**src/rtl/calc_sequencer.sv**
```systemverilog
// calc_sequencer: operand entry, ALU sequencing and result display control for the GoBoard calculator
module calc_sequencer #(
  parameter int WIDTH = 8,
  parameter int REPEAT_DELAY = 12500000,
  parameter int REPEAT_RATE = 2500000
) (
  input  logic             i_Clk,
  input  logic             i_Rst_n,
  input  logic             i_Inc,
  input  logic             i_Next,
  input  logic             i_Op,
  input  logic             i_Clr,
  output logic [WIDTH-1:0] o_Disp,
  output logic [WIDTH-1:0] o_A,
  output logic [WIDTH-1:0] o_B,
  output logic [1:0]       o_Op,
  output logic [1:0]       o_State,
  output logic             o_Carry,
  output logic             o_Result_Valid,
  output logic             o_LED_A,
  output logic             o_LED_B
);
  localparam int HW = $clog2(REPEAT_DELAY + 1);
  typedef enum logic [1:0] {ENTER_A, ENTER_B, COMPUTE, RESULT} state_t;
  state_t state, state_d;
  logic [WIDTH-1:0] count, count_d, a_d, b_d, result, result_d;
  logic [WIDTH:0] alu;
  logic [1:0] op_d;
  logic [3:0] hist;
  logic [HW-1:0] hold, hold_d;
  logic carry_d, valid_d, led_a_d, led_b_d, from_res, from_res_d;
  logic clr_p, next_p, op_p, inc_p, tick;
  assign clr_p = i_Clr & ~hist[3];
  assign next_p = i_Next & ~hist[2];
  assign op_p = i_Op & ~hist[1];
  assign inc_p = i_Inc & ~hist[0];
  assign tick = i_Inc & (hold == HW'(REPEAT_DELAY));
  assign hold_d = !i_Inc ? '0 : inc_p ? HW'(1) : tick ? HW'(REPEAT_DELAY - REPEAT_RATE + 1) : hold == '0 ? '0 : hold + HW'(1);
  assign alu = o_Op == 2'd0 ? {1'b0, o_A} + {1'b0, o_B} : o_Op == 2'd1 ? {1'b0, o_A} - {1'b0, o_B} : {1'b0, o_Op[0] ? o_A ^ o_B : o_A & o_B};
  assign o_Disp = state == RESULT ? result : state == COMPUTE ? (from_res ? result : o_B) : count;
  assign o_State = state;
  always_comb begin
    state_d = state;
    count_d = count;
    a_d = o_A;
    b_d = o_B;
    result_d = result;
    op_d = o_Op;
    carry_d = o_Carry;
    valid_d = o_Result_Valid;
    led_a_d = o_LED_A;
    led_b_d = o_LED_B;
    from_res_d = from_res;
    if (clr_p) begin
      state_d = ENTER_A;
      count_d = '0;
      a_d = '0;
      b_d = '0;
      result_d = '0;
      carry_d = 1'b0;
      valid_d = 1'b0;
      led_a_d = 1'b0;
      led_b_d = 1'b0;
    end else if (state == COMPUTE) begin
      result_d = alu[WIDTH-1:0];
      carry_d = alu[WIDTH];
      valid_d = 1'b1;
      state_d = RESULT;
    end else if (next_p) begin
      count_d = '0;
      state_d = state == ENTER_B ? COMPUTE : ENTER_B;
      from_res_d = 1'b0;
      if (state == ENTER_A) begin
        a_d = count;
        led_a_d = 1'b1;
      end else if (state == ENTER_B) begin
        b_d = count;
        led_b_d = 1'b1;
      end else begin
        a_d = result;
        b_d = '0;
        led_b_d = 1'b0;
        valid_d = 1'b0;
      end
    end else if (op_p) begin
      op_d = o_Op + 2'd1;
      if (state == RESULT) begin
        state_d = COMPUTE;
        valid_d = 1'b0;
        from_res_d = 1'b1;
      end
    end else if ((inc_p | tick) && !state[1]) begin
      count_d = count + WIDTH'(1);
    end
  end
  always_ff @(posedge i_Clk or negedge i_Rst_n) begin
    if (!i_Rst_n) begin
      state <= ENTER_A;
      count <= '0;
      o_A <= '0;
      o_B <= '0;
      result <= '0;
      o_Op <= 2'd0;
      o_Carry <= 1'b0;
      o_Result_Valid <= 1'b0;
      o_LED_A <= 1'b0;
      o_LED_B <= 1'b0;
      from_res <= 1'b0;
      hist <= '1;
      hold <= '0;
    end else begin
      state <= state_d;
      count <= count_d;
      o_A <= a_d;
      o_B <= b_d;
      result <= result_d;
      o_Op <= op_d;
      o_Carry <= carry_d;
      o_Result_Valid <= valid_d;
      o_LED_A <= led_a_d;
      o_LED_B <= led_b_d;
      from_res <= from_res_d;
      hist <= {i_Clr, i_Next, i_Op, i_Inc};
      hold <= hold_d;
    end
  end
endmodule

```
**config.mk**
```make
export PLATFORM = sky130hd
export DESIGN_NAME = calc_sequencer
export DESIGN_NICKNAME = d
export VERILOG_FILES = /design/src/rtl/calc_sequencer.sv
export SDC_FILE = /design/constraint.sdc
export NUM_CORES = 1
export LEC_CHECK = 0
export ABC_AREA = 1
export ABC_CLOCK_PERIOD_IN_PS = 1800
export CORE_ASPECT_RATIO = 1.2
export CORE_MARGIN = 10
export CORE_UTILIZATION = 30
export CTS_CLUSTER_SIZE = 10
export DETAILED_ROUTE_END_ITERATION = 10
export GPL_ROUTABILITY_DRIVEN = 0
export PLACE_DENSITY_LB_ADDON = 0.2
export RECOVER_POWER = 25
export SYNTH_ARGS = -nofsm -noshare
export SYNTH_HDL_FRONTEND = slang
export SYNTH_SLANG_ARGS = --single-unit
export TNS_END_PERCENT = 50
```
**constraint.sdc**
```tcl
create_clock -name i_Clk -period 1.8 [get_ports i_Clk]
set_input_delay 0.27 -clock i_Clk [delete_from_list [all_inputs] [get_ports i_Clk]]
set_output_delay 0.27 -clock i_Clk [all_outputs]
set_load 0.02 [all_outputs]
```
# == After elaboration in Yosys (flattened, before gate mapping) ==
# Cells that the tools add are included.
# classes
n_addsub,5
eq_ne,11
mux,54
bitwise,15
n_reduce_logical,21
# op_table
op,n
8-bit two-way mux,21
24-bit two-way mux,4
"24-bit by 1-bit adder with 24-bit output, second input constant",1
"24-bit == test, second input constant",1
24-bit zero test,1
1-bit two-way mux,21
9-bit two-way mux,2
2-bit two-way mux,6
3-bit AND reduction,4
4-bit AND reduction,3
2-bit nonzero test,5
8-bit by 8-bit adder with 9-bit output,1
8-bit by 8-bit subtractor with 9-bit output,1
"8-bit by 1-bit adder with 8-bit output, second input constant",1
8-bit AND,1
"4-bit != test, second input constant",2
4-bit nonzero test,2
8-bit bitwise XOR,1
1-bit NOT,7
1-bit AND,5
"2-bit by 1-bit == test with 1-bit output, second input constant",2
"2-bit == test, second input constant",2
2-bit zero test,2
"2-bit != test, second input constant",2
8 further kinds,8
# totals
reg_bits,69
in_bits,6
out_inout_bits,32
word_cells,119

# == Longest topological paths before layout ==
# logic_depth
word_depth,9
ltp_mapped,14
ltp_nobuf,13

# == Worst setup path before layout ==
# OpenSTA, ideal clock, no wires.
# synth_timing
path_kind,reg-to-reg
from,register o_Op[0]
to,register result[6]
setup_time_ns,0.117
t_arrival_ns,1.690
t_required_ns,1.683
path_slack_ns,-0.008
path_stages_with_launch,11
path_buffers,2
synth_period_minus_slack_ns,1.808
path_cell_list,dfrtp_1 -> inv_1 -> buf_2 -> ha_1 -> inv_1 -> clkbuf_1 -> o21ai_0 -> inv_1 -> nand2_1 -> nand3_1 -> nand2_1
# synth_via
elab_chain_len,5
elab_cells_between_ends,7
classes_between,eq/ne: 1; mux: 5; reduce/logical: 1
# synth_lines
element,line_no,rtl
"start, declared",16,"output logic [1:0] o_Op,"
"start signal, assigned",117,o_Op <= op_d;
2-bit by 1-bit == test with 1-bit output or 8-bit two-way mux (tied branches),39,"assign alu = o_Op == 2'd0 ? {1'b0, o_A} + {1'b0, o_B} : o_Op == 2'd1 ? {1'b0, o_A} - {1'b0, o_B} : {1'b0, o_Op ..."
9-bit two-way mux,39,
9-bit two-way mux (*),39,
8-bit two-way mux (*),64,end else if (state == COMPUTE) begin
8-bit two-way mux (*),54,if (clr_p) begin
"end signal, assigned",116,result <= result_d;
"end, declared",26,"logic [WIDTH-1:0] count, count_d, a_d, b_d, result, result_d;"
# Every way passes the cells marked *; elsewhere a longest branch is shown, timed or not. The select of a mux whose other input is x is not followed.
# A chain may end at the register's enable or synchronous reset.

# == Final worst setup path ==
# layout_timing
from,register state[0] (netlist: o_State[0])
to,output o_Disp[4]
# layout_via
elab_chain_len,3
elab_cells_between_ends,4
classes_between,eq/ne: 2; mux: 2
# layout_lines
element,line_no,rtl
"start, declared",25,"state_t state, state_d;"
"start signal, assigned",112,state <= state_d;
2-bit == test,40,assign o_Disp = state == RESULT ? result : state == COMPUTE ? (from_res ? result : o_B) : count;
8-bit two-way mux,40,
8-bit two-way mux (*),40,
"end, declared",13,"output logic [WIDTH-1:0] o_Disp,"
# Every way passes the cells marked *; elsewhere a longest branch is shown, timed or not.

==> metrics.txt <==
status=completed; Syn Nets=693; worst rel slew slack=~33%; clk buf depth=2; Initial Util=30.5%; drt pass-1 iters=4; GRT Resource Usage Total=around 15%; Cells after Synth=approximately 660; worst hold path class=flop to flop; CTS buffer count=9; Crit path max-delay family=buffers and inverters; internal power=0.00470 W; syn_area_per_cell=between 7 and 8 sq um; Period Utilization, post-route=99.1%; sequential share of power=26.0%; DP HPWL=11,800 um; CTS tree=done; Synth cell types=38; peak fanout along the critical path=5; number of remaining DRC errors=0; n_diodes=0; hold slack=0.479 ns; synth warn=0; root buffer cell=clkbuf_16; Leak=around 3.0 nW; Logic pwr share=53.6%; CP required=~1.5 ns; Layout area overhead=36.2%; vias in the first global route=4,887; routed vias=about 4,800; PortBufs=37; Slew Limit Fails=0; Fmax=561 MHz; Worst-Skew Late Latency=between 0.3 and 0.4 ns; Crit-path slowest cell=dfrtp_1; post-route setup TNS=0 ns; startpoint types=flop; Arrival @ worst endpoint=between 1.5 and 2 ns; Setup WS pre-CTS=-0.246 ns; routed len/inst=around 15 um; total core area=between 0.015 and 0.02 sq mm; Reg clk slew, reported paths=0.06 ns; CP endpoint kind=output pin; Final Worst Setup Slack=0.0169 ns; Final setup violation count=0; clock share of power=~20%; Buf+Inv Stages, Crit Path=3; layout cell share with drive strength beyond 1=24.3%; Setup CP Type=flop to output pin; initial antenna violation count=0; Cell Rows=50; first-pass GRT wire length=24,800 um; Least-Margin Pin Slew=1.01 ns; antenna viol nets, final=0; CTS H-tree depth=3; crit path time final=about 1.8 ns; fin nets=809; NetSw=0.00348 W; VDD IR max=0.755 mV; Sw Ratio=42.5%; netlist area before placement=0.00473 sq mm; routed wire length=~15,000 um; CP cell instances=inv_2, nand2_4, buf_6, a21oi_1, o21ai_1, o221ai_2, buf_4; Die Area=about 0.021 sq mm; clock skew=~0.010 ns; Pwr Density=1270 mW/mm^2; flops & latches, synth=69; vias per cell=4.83; # IOs=38; final hold violations=0; max-cap viol count=0; die width=around 130 um; largest net degree at the start of global routing=70; CP peak stage delay=~0.40 ns; height of the die=158 um; DR iter-0 viols=293; CTS Sinks=69; Seq/Total Area, Yosys=36.6%; gr ovfl total=0; RSZ-0062 raised after global routing=yes
per-layer routing:
layer	track usage, %	vias to the layer above	part of all wire, %
met5	0	-	0
met4	6.38	0	3.2
met3	3.03	37	3.8
met2	26.2	94	51
met1	16.7	2274	42
li1	-	2394	-
flip-flops by register name, summed over array words and instances, names as in the netlist:
name / cells
o_Carry: 1
o_State: 2
hist: 4
hold: 24
o_LED_A: 1
o_Op: 2
result: 8
o_B: 8
from_res: 1
o_A: 8
count: 8
o_LED_B: 1
o_Result_Valid: 1
cell type report:
class	count	area (sq um)
Fill cell	1619	9080
Multi-Input combinational cell	477	2760
Sequential cell	69	1740
Timing Repair Buffer	120	1020
Inverter	103	389
Tap cell	208	260
Clock buffer	13	250
Clock inverter	3	21.3
power groups by stage:
stage / clock network (W) / logic (W) / registers [W]
finish: 0.00167 / 0.00438 / 0.00213
global route: 0.00177 / 0.00485 / 0.00217
CTS: 0.00171 / 0.00403 / 0.00210
detailed placement: 0 / 0.00399 / 0.00211
global placement: 0 / 0.00397 / 0.00211
floorplan: 0 / 0.00194 / 0.00228
Yosys cell counts:
master / instances / area [sq um]
nand2_1: 141 / 529
inv_1: 98 / 368
nor2_1: 81 / 304
dfrtp_1: 65 / 1630
nand3_1: 49 / 245
a21oi_1: 45 / 225
o21ai_0: 39 / 195
ha_1: 21 / 263
nand4_1: 14 / 87.6
nor3_1: 12 / 60.1
o22ai_1: 11 / 68.8
xor2_1: 11 / 96.3
buf_2: 9 / 45.0
o221ai_1: 8 / 70.1
nand2_2: 7 / 43.8
clkbuf_1: 5 / 18.8
inv_2: 5 / 18.8
nand2_4: 5 / 56.3
dfstp_2: 4 / 105
nand3_2: 4 / 40.0
nor2_2: 4 / 25.0
nor2_4: 3 / 33.8
xnor2_1: 3 / 26.3
a31oi_1: 2 / 12.5
fa_1: 2 / 40.0
nor4_1: 2 / 12.5
o211ai_1: 2 / 15.0
o21ai_1: 2 / 10.0
a21oi_2: 1 / 8.76
and2_1: 1 / 6.26
buf_4: 1 / 7.51
nor2b_1: 1 / 6.26
nor3_2: 1 / 10.0
nor3_4: 1 / 16.3
nor3b_1: 1 / 7.51
o2111ai_1: 1 / 8.76
o21ai_2: 1 / 8.76
or2_0: 1 / 6.26
final timing paths:
path / start / endpoint / slack, ns / cells past startpoint
max: o_State[0] / o_Disp[4] / 0.02 / 7
min: count[7] / count[7] / 0.48 / 2
max reg2reg: o_A[0] / result[2] / 0.02 / 9
min reg2reg: count[7] / count[7] / 0.48 / 2
max in group asynchronous: i_Rst_n / o_Op[0] / 0.30 / 3
min in group asynchronous: i_Rst_n / hold[23] / 0.77 / 3
worst register-to-register path: stages, from the launching register on:
cell and delay (ns):
dfrtp_1 0.41, inv_2 0.09, ha_4 0.14, inv_4 0.04, fa_2 0.39, buf_6 0.14, xnor2_2 0.12, o211ai_1 0.19
nand3_1 0.12, o21ai_1 0.08
cell families (layout without fill, tap and decap cells):
logic type      Yosys count  count (layout)  synth area share, %
flops                    69              69                 36.6
compound gates          112             112                 13.2
buf+inv                 118             239                 9.69
xor+xnor                 14              14                 2.59
fa+ha+maj                23              23                 6.40
simple gates            328             328                 31.5
per-stage QoR:
stage	area (sq um)	utilization (%)	total power, W	cells
floorplan	4730	-	0.00422	664
global placement	5890	38.0	0.00608	970
detailed placement	5890	38.0	0.00610	970
CTS	6190	39.9	0.00783	987
global route	6440	41.5	0.00879	993
finish	6440	41.5	0.00818	993
cell usage in the layout, fill, tap and decap left out, types with 3 or more instances in the layout:
cell type | synthesis | routed
nand2_1 | 141 | 138
inv_1 | 98 | 92
buf_4 | 1 | 81
nor2_1 | 81 | 78
dfrtp_1 | 65 | 60
nand3_1 | 49 | 46
a21oi_1 | 45 | 36
o21ai_0 | 39 | 28
clkdlybuf4s50_1 | 0 | 15
nand4_1 | 14 | 14
o21ai_1 | 2 | 12
nor3_1 | 12 | 12
xor2_1 | 11 | 11
o22ai_1 | 11 | 11
ha_1 | 21 | 11
inv_2 | 5 | 10
a21oi_2 | 1 | 10
clkbuf_16 | 0 | 9
nand2_2 | 7 | 8
nand2_4 | 5 | 7
o221ai_2 | 0 | 7
nand3_2 | 4 | 7
nor2_2 | 4 | 6
ha_4 | 0 | 6
buf_6 | 0 | 6
dlygate4sd3_1 | 0 | 5
dfrtp_2 | 0 | 5
dlygate4sd2_1 | 0 | 5
nor2_4 | 3 | 4
ha_2 | 0 | 4
dfstp_2 | 4 | 4
clkbuf_1 | 5 | 3
dlymetal6s2s_1 | 0 | 3
repair_timing:
action,in CTS,in global routing
hold buffers,1,0
hold endpoints to repair,65,0
endpoints found under the setup margin,19,47
pin swaps,0,7
resized for setup,69,64
buffers inserted,0,6
No activity file was read; power rests on OpenSTA's default activity.
